$ cat config.mk
export PLATFORM = sky130hd
export DESIGN_NAME = pdm_cic_decimator
export DESIGN_NICKNAME = d
export VERILOG_FILES = /design/src/rtl/sonar_pkg.sv /design/src/rtl/pdm_clkgen.sv /design/src/rtl/pdm_cic_decimator.sv
export SDC_FILE = /design/constraint.sdc
export NUM_CORES = 1
export LEC_CHECK = 0
export BUFFER_PORTS_ARGS = -buffer_cell sky130_fd_sc_hd__buf_2
export CORE_MARGIN = 3
export CORE_UTILIZATION = 40
export CTS_CLUSTER_DIAMETER = 30
export DETAILED_ROUTE_END_ITERATION = 10
export PLACE_DENSITY_LB_ADDON = 0.3
export SLEW_MARGIN = 40
export SYNTH_ARGS = -nofsm -noshare
export SYNTH_HDL_FRONTEND = slang
export SYNTH_SLANG_ARGS = --single-unit
$ cat constraint.sdc
create_clock -name clk48 -period 4.22 [get_ports clk48]
set_clock_uncertainty 0.1 [all_clocks]
set_input_delay 0.844 -clock clk48 [delete_from_list [all_inputs] [get_ports clk48]]
set_output_delay 0.844 -clock clk48 [all_outputs]
set_load 0.02 [all_outputs]
$ cat src/rtl/sonar_pkg.sv
// Shared DSP constants for the sonar signal chain (PDM front end, CIC, PCM width).
package sonar_pkg;

  localparam int CIC_ORDER = 3;
  localparam int PDM_DIV   = 16;
  localparam int PDM_DECIM = 64;
  localparam int PCM_W     = 16;

  function automatic int clog2(input int value);
    int result;
    result = 0;
    for (int i = 0; i < 31; i++) begin
      if ((1 << i) < value) result = i + 1;
    end
    return result;
  endfunction

  // Worst-case CIC growth plus sign and the +/-1 input mapping.
  function automatic int cicAccW(input int decim);
    return 2 + CIC_ORDER * clog2(decim);
  endfunction

endpackage

$ cat src/rtl/pdm_clkgen.sv
// Microphone bit-clock generator: divides clk48 down to pdwClk and flags the
// last cycle of each low phase, where PDM data is sampled.
module pdm_clkgen
  import sonar_pkg::*;
#(
  parameter int CLK_DIV = PDM_DIV
) (
  input  logic clk48,
  input  logic rstN,
  input  logic enable,
  output logic pdwClk,
  output logic bitTick
);

  localparam int CNT_W = clog2(CLK_DIV);
  localparam logic [CNT_W-1:0] CNT_LAST = CNT_W'(CLK_DIV - 1);
  localparam logic [CNT_W-1:0] CNT_FALL = CNT_W'(CLK_DIV / 2 - 1);

  logic [CNT_W-1:0] divCnt;

  always_ff @(posedge clk48 or negedge rstN) begin
    if (!rstN) begin
      divCnt <= '0;
      pdwClk <= 1'b0;
    end else if (!enable) begin
      divCnt <= '0;
      pdwClk <= 1'b0;
    end else if (divCnt == CNT_LAST) begin
      divCnt <= '0;
      pdwClk <= 1'b1;
    end else begin
      divCnt <= divCnt + 1'b1;
      if (divCnt == CNT_FALL) pdwClk <= 1'b0;
    end
  end

  // Data is stable here: the mic changed it half a period ago on the falling edge.
  assign bitTick = enable && (divCnt == CNT_LAST);

endmodule

$ cat src/rtl/pdm_cic_decimator.sv
// PDM-to-PCM converter: 3rd-order CIC (integrators at bit rate, combs at the
// decimated rate) with arithmetic scaling and saturation to OUT_W bits.
module pdm_cic_decimator
  import sonar_pkg::*;
#(
  parameter int CLK_DIV = PDM_DIV,
  parameter int DECIM   = PDM_DECIM,
  parameter int OUT_W   = PCM_W
) (
  input  logic             clk48,
  input  logic             rstN,
  input  logic             enable,
  output logic             pdwClk,
  input  logic             pdwData,
  output logic [OUT_W-1:0] sample,
  output logic             sampleValid
);

  localparam int ORDER = CIC_ORDER;
  localparam int DEC_W = clog2(DECIM);
  localparam int ACC_W = cicAccW(DECIM);
  localparam int SHIFT = ACC_W - OUT_W - 1;
  localparam logic [DEC_W-1:0] DEC_LAST = DEC_W'(DECIM - 1);
  localparam int SAT_HI_I = (1 << (OUT_W - 1)) - 1;
  localparam logic signed [ACC_W-1:0] SAT_HI = ACC_W'(SAT_HI_I);
  localparam logic signed [ACC_W-1:0] SAT_LO = ACC_W'(-SAT_HI_I - 1);

  logic bitTick;
  logic tickReg;
  logic dataReg;
  logic [ACC_W-1:0] xVal;

  pdm_clkgen #(.CLK_DIV(CLK_DIV)) uClkgen (
    .clk48  (clk48),
    .rstN   (rstN),
    .enable (enable),
    .pdwClk (pdwClk),
    .bitTick(bitTick)
  );

  always_ff @(posedge clk48 or negedge rstN) begin
    if (!rstN) begin
      tickReg <= 1'b0;
      dataReg <= 1'b0;
    end else if (!enable) begin
      tickReg <= 1'b0;
      dataReg <= 1'b0;
    end else begin
      tickReg <= bitTick;
      if (bitTick) dataReg <= pdwData;
    end
  end

  assign xVal = {{(ACC_W-1){~dataReg}}, 1'b1};

  // Integrators wrap freely; the comb differences remain exact modulo 2^ACC_W.
  logic [ACC_W-1:0] integ     [ORDER];
  logic [ACC_W-1:0] integNext [ORDER];

  for (genvar gi = 0; gi < ORDER; gi++) begin : gInteg
    logic [ACC_W-1:0] accReg;
    if (gi == 0) begin : gFirst
      assign integNext[gi] = accReg + xVal;
    end else begin : gRest
      assign integNext[gi] = accReg + integ[gi-1];
    end
    always_ff @(posedge clk48 or negedge rstN) begin
      if (!rstN) accReg <= '0;
      else if (!enable) accReg <= '0;
      else if (tickReg) accReg <= integNext[gi];
    end
    assign integ[gi] = accReg;
  end

  logic [DEC_W-1:0] decCnt;
  logic [ACC_W-1:0] latchReg;
  logic             latchValid;

  always_ff @(posedge clk48 or negedge rstN) begin
    if (!rstN) begin
      decCnt     <= '0;
      latchReg   <= '0;
      latchValid <= 1'b0;
    end else if (!enable) begin
      decCnt     <= '0;
      latchReg   <= '0;
      latchValid <= 1'b0;
    end else begin
      latchValid <= 1'b0;
      if (tickReg) begin
        if (decCnt == DEC_LAST) begin
          decCnt     <= '0;
          latchReg   <= integNext[ORDER-1];
          latchValid <= 1'b1;
        end else begin
          decCnt <= decCnt + 1'b1;
        end
      end
    end
  end

  logic [ACC_W-1:0] combIn   [ORDER];
  logic [ACC_W-1:0] combDiff [ORDER];
  logic [ORDER-1:0] stageValid;

  assign combIn[0]     = latchReg;
  assign stageValid[0] = latchValid;

  for (genvar gi = 0; gi < ORDER; gi++) begin : gComb
    logic [ACC_W-1:0] delayReg;
    assign combDiff[gi] = combIn[gi] - delayReg;
    always_ff @(posedge clk48 or negedge rstN) begin
      if (!rstN) delayReg <= '0;
      else if (!enable) delayReg <= '0;
      else if (stageValid[gi]) delayReg <= combIn[gi];
    end
    // The last stage feeds the output register directly, so it needs no pipeline flop.
    if (gi < ORDER - 1) begin : gPipe
      logic [ACC_W-1:0] diffReg;
      logic             validReg;
      always_ff @(posedge clk48 or negedge rstN) begin
        if (!rstN) begin
          diffReg  <= '0;
          validReg <= 1'b0;
        end else if (!enable) begin
          diffReg  <= '0;
          validReg <= 1'b0;
        end else begin
          validReg <= stageValid[gi];
          if (stageValid[gi]) diffReg <= combDiff[gi];
        end
      end
      assign combIn[gi+1]     = diffReg;
      assign stageValid[gi+1] = validReg;
    end
  end

  logic signed [ACC_W-1:0] scaled;
  logic [OUT_W-1:0]        satSample;

  assign scaled = $signed(combDiff[ORDER-1]) >>> SHIFT;

  always_comb begin
    satSample = scaled[OUT_W-1:0];
    if (scaled > SAT_HI) satSample = SAT_HI[OUT_W-1:0];
    else if (scaled < SAT_LO) satSample = SAT_LO[OUT_W-1:0];
  end

  always_ff @(posedge clk48 or negedge rstN) begin
    if (!rstN) begin
      sample      <= '0;
      sampleValid <= 1'b0;
    end else if (!enable) begin
      sampleValid <= 1'b0;
    end else begin
      sampleValid <= stageValid[ORDER-1];
      if (stageValid[ORDER-1]) sample <= satSample;
    end
  end

endmodule

==> impl_results.md <==
* Yosys warns at 0
* Status: completed
* # rows at 67
* Worst vdd ir at slightly below 0.0003 V
* Detailed Routing Iterations Pass 1 at 5
* Root Driver: clkbuf_16
* Fin nets at 1623
* WP buf/inv at 1
* CP max stage cell: inv_1
* Core Box Area at approximately 0.034 sq mm
* Top Ports at 22
* Final hold violations at 0
* Simple-gate share of the synthesized area at 0.176
* Post-Synth XOR/XNOR Area at 0.0571
* Antenna Nets Post-Route at 0
* Most common cell in the netlist: dfrtp_1
* CP max stage delay at approximately 560 ps
* Placement Cell Area at around 0.015 sq mm
* Sink Count at 213
* Synth top area share at 0.382
* CP Data Arrival Time at approximately 4000 ps
* Synth Area in Adders at 0.109
* Sw frac at 0.204
* Seq cells post-synth at between 200 and 250
* Synth area leaders: dfrtp_1, ha_1, mux2i_1, nor2b_1, xnor2_1
* Total gr overflow at 0
* GPL Wtd Cong at 0.825
* Worst slack, placed at 728 ps
* Clock Power Share at 0.651
* Post-synth EDFFs at 0
* Mux contribution to synthesized area at 0.0811
* Top cells by count, synth: dfrtp_1, nor2b_1, nand2_1
* DRC violations left at 0
* Max Freq at about 280 MHz
* Vias in the first global route at 10.3k
* Final Slew Violations at 0
* WL/cell at 14.1 microns
* Total Wirelength at 28100 microns
* Sequential cell area fraction in the yosys report at 0.382
* Compound-Gate Fraction of Synth Area at 0.156
* Mapped Nets at around 1.6k
* CTS Buffer Depth at 3
* Aggregate global-route resource usage at 0.157
* Syn Area/Cell at 9.53 sq um
* Dpl hpwl at ~19000 microns
* P per Cell Area at about 380 mW/mm^2
* Hold-fix buffers, CTS at 0
* Area growth syn-to-layout at 17.3%
* Post-route minimum period at between 3000 and 4000 ps
* Postcts setup bufs at 0
* Tcrit/Tclk final at 0.835
* Die Ht at ~190 microns
* HP Class: in2async
* Design area at 0.0164 sq mm
* Slew headroom at 0.516
* Critical-path cell list: inv_1, ha_1, o21ai_0, o21ai_1, a31oi_2, o31ai_1, a41oi_2, o221a_1, xnor2_1, or3_1, a21boi_1
* Post-synth top area cell: dfrtp_1
* Largest net degree at the start of global routing at approximately 130
* CP startpoint kind: register
* Number of port buffers at 21
* Logic gate share of total power at 0.017
* Antenna violations before repair at 0
* CP Capture Type: register
* Die area at 0.0372 sq mm
* Unrepaired setup endpoints after global routing: false
* Power Total at 6.18 mW
* Crit path max fanout at 19
* R2R setup slack at slightly below 700 ps
* Top_reg_cell synth: dfrtp_1
* DR vias/cell at between 5 and 6
* Total clock buffers created by CTS at 50
* Register share of total power at 0.332
* LEAKAGE at roughly 7.4 nW
* CTS tree: built
* Synth Instances at about 1.5k
* CP Class: reg2reg
* Worst-margin pin slew at between 700 and 800 ps
* Worst Path Required at around 4600 ps
* Yosys cell types at between 70 and 80
* Clk Latency, worst-skew pair at between 500 and 600 ps
* Starting Density at 0.411
* Die Width at approximately 190 microns
* Int Pwr at 4.92 mW
* Filler cells at 3165
* Combinational family with the most area after synthesis: simple AND/OR/NAND/NOR gates
* Post-layout util at 0.482
* Via count at 10.3k
* Max-cap violation count at 0
* Setup tns final at 0 ps
* Final setup vio count at 0
* H-tree Lvls at 2
* First DRT Iteration DRCs at between 400 and 500
* CP top delay family: compound AO/OA/AOI/OAI gates
* Layout cells sized above 1 at 0.0954
* Switching power at ~1.3 mW
* Fin worst setup slack at 696 ps
* First-pass GRT wire length at 49000 microns
* ANT cells at 0
* CTS clk-pin slew, worst paths at 50 ps
* Post-CTS Resized at 0
* Async SR Flop Fraction at 1.00
* Synth Cell Area at around 0.014 sq mm
## power by group through the flow
stage,Combinational [mW],Sequential [mW],Clock [mW]
floorplan,0.0433,2.08,0
global placement,0.104,2.08,0
detailed placement,0.109,2.08,0
CTS,0.109,2.05,4.11
global route,0.119,2.05,4.22
finish,0.104,2.05,4.03
## state kept, by name (all words and copies together), names as in the netlist, 2 cells and up
register / count
gComb.gPipe.diffReg: 40
latchReg: 20
uClkgen.divCnt: 4
gInteg.accReg: 60
sample: 16
gComb.gPipe.validReg: 2
decCnt: 6
gComb.delayReg: 60
## logic make-up after synthesis
family | Yosys count
and+or+nand+nor | 469
AOI/OAI and AO/OA | 322
muxes | 113
xor gates and xnor gates | 91
DFF | 213
buffers and inverters | 138
adders and majority gates | 119
## path summary, 6_finish.rpt
check / start / endpoint / cells after the start
min in group clk48: sample[11] / sample[11] / 2
setup / recovery: dataReg / gInteg[0].accReg[19] / 11
max in group asynchronous: rstN / gInteg[2].accReg[8] / 2
hold / removal: rstN / gComb[2].delayReg[1] / 1
setup reg to reg: dataReg / gInteg[0].accReg[19] / 11
hold reg to reg: sample[11] / sample[11] / 2
## metrics by stage
step | hold WS (ps) | cells
floorplan | 350 | 1465
global placement | 358 | 1895
detailed placement | 364 | 1896
CTS | 107 | 1989
global route | 120 | 1989
finish | 107 | 1989
## per-layer routing
metal  global-route usage  vias up  share of wire
met5                    0        -              0
met4               0.0485        0          0.022
met3               0.0282       48          0.030
met2                0.274      120           0.48
met1                0.197     4897           0.47
li1                     -     5260              -
## placed cells by master (no fill, tap or decap), types with 14 or more instances in the layout
cell type and count:
o21ai_0 35, mux2i_1 112, a21oi_1 82, inv_1 83, buf_4 15, a21boi_0 15
ha_1 114, nand3_1 26, and3_1 14, a21o_1 37, dfrtp_1 210, xnor2_1 63
and2_1 19, clkbuf_16 53, nor3_1 19, buf_2 19, o21ai_1 26, o21a_1 15
nor2_1 65, nor2b_1 131, nand2_1 123, xor2_1 28, o211a_1 14, nand4_1 16
## cell type report
| class | count | area, sq um | area share |
|---|---|---|---|
| repair buffers | 37 | 270 | 0.0165 |
| clock inverters | 29 | 375 | 0.0229 |
| inverters | 84 | 315 | 0.0192 |
| multi-input cells | 1114 | 8110 | 0.495 |
| flip-flops and latches | 213 | 5330 | 0.326 |
| clock buffers | 64 | 1420 | 0.0865 |
| well taps | 448 | 561 | 0.0342 |
(Power assumes the default switching activity.)
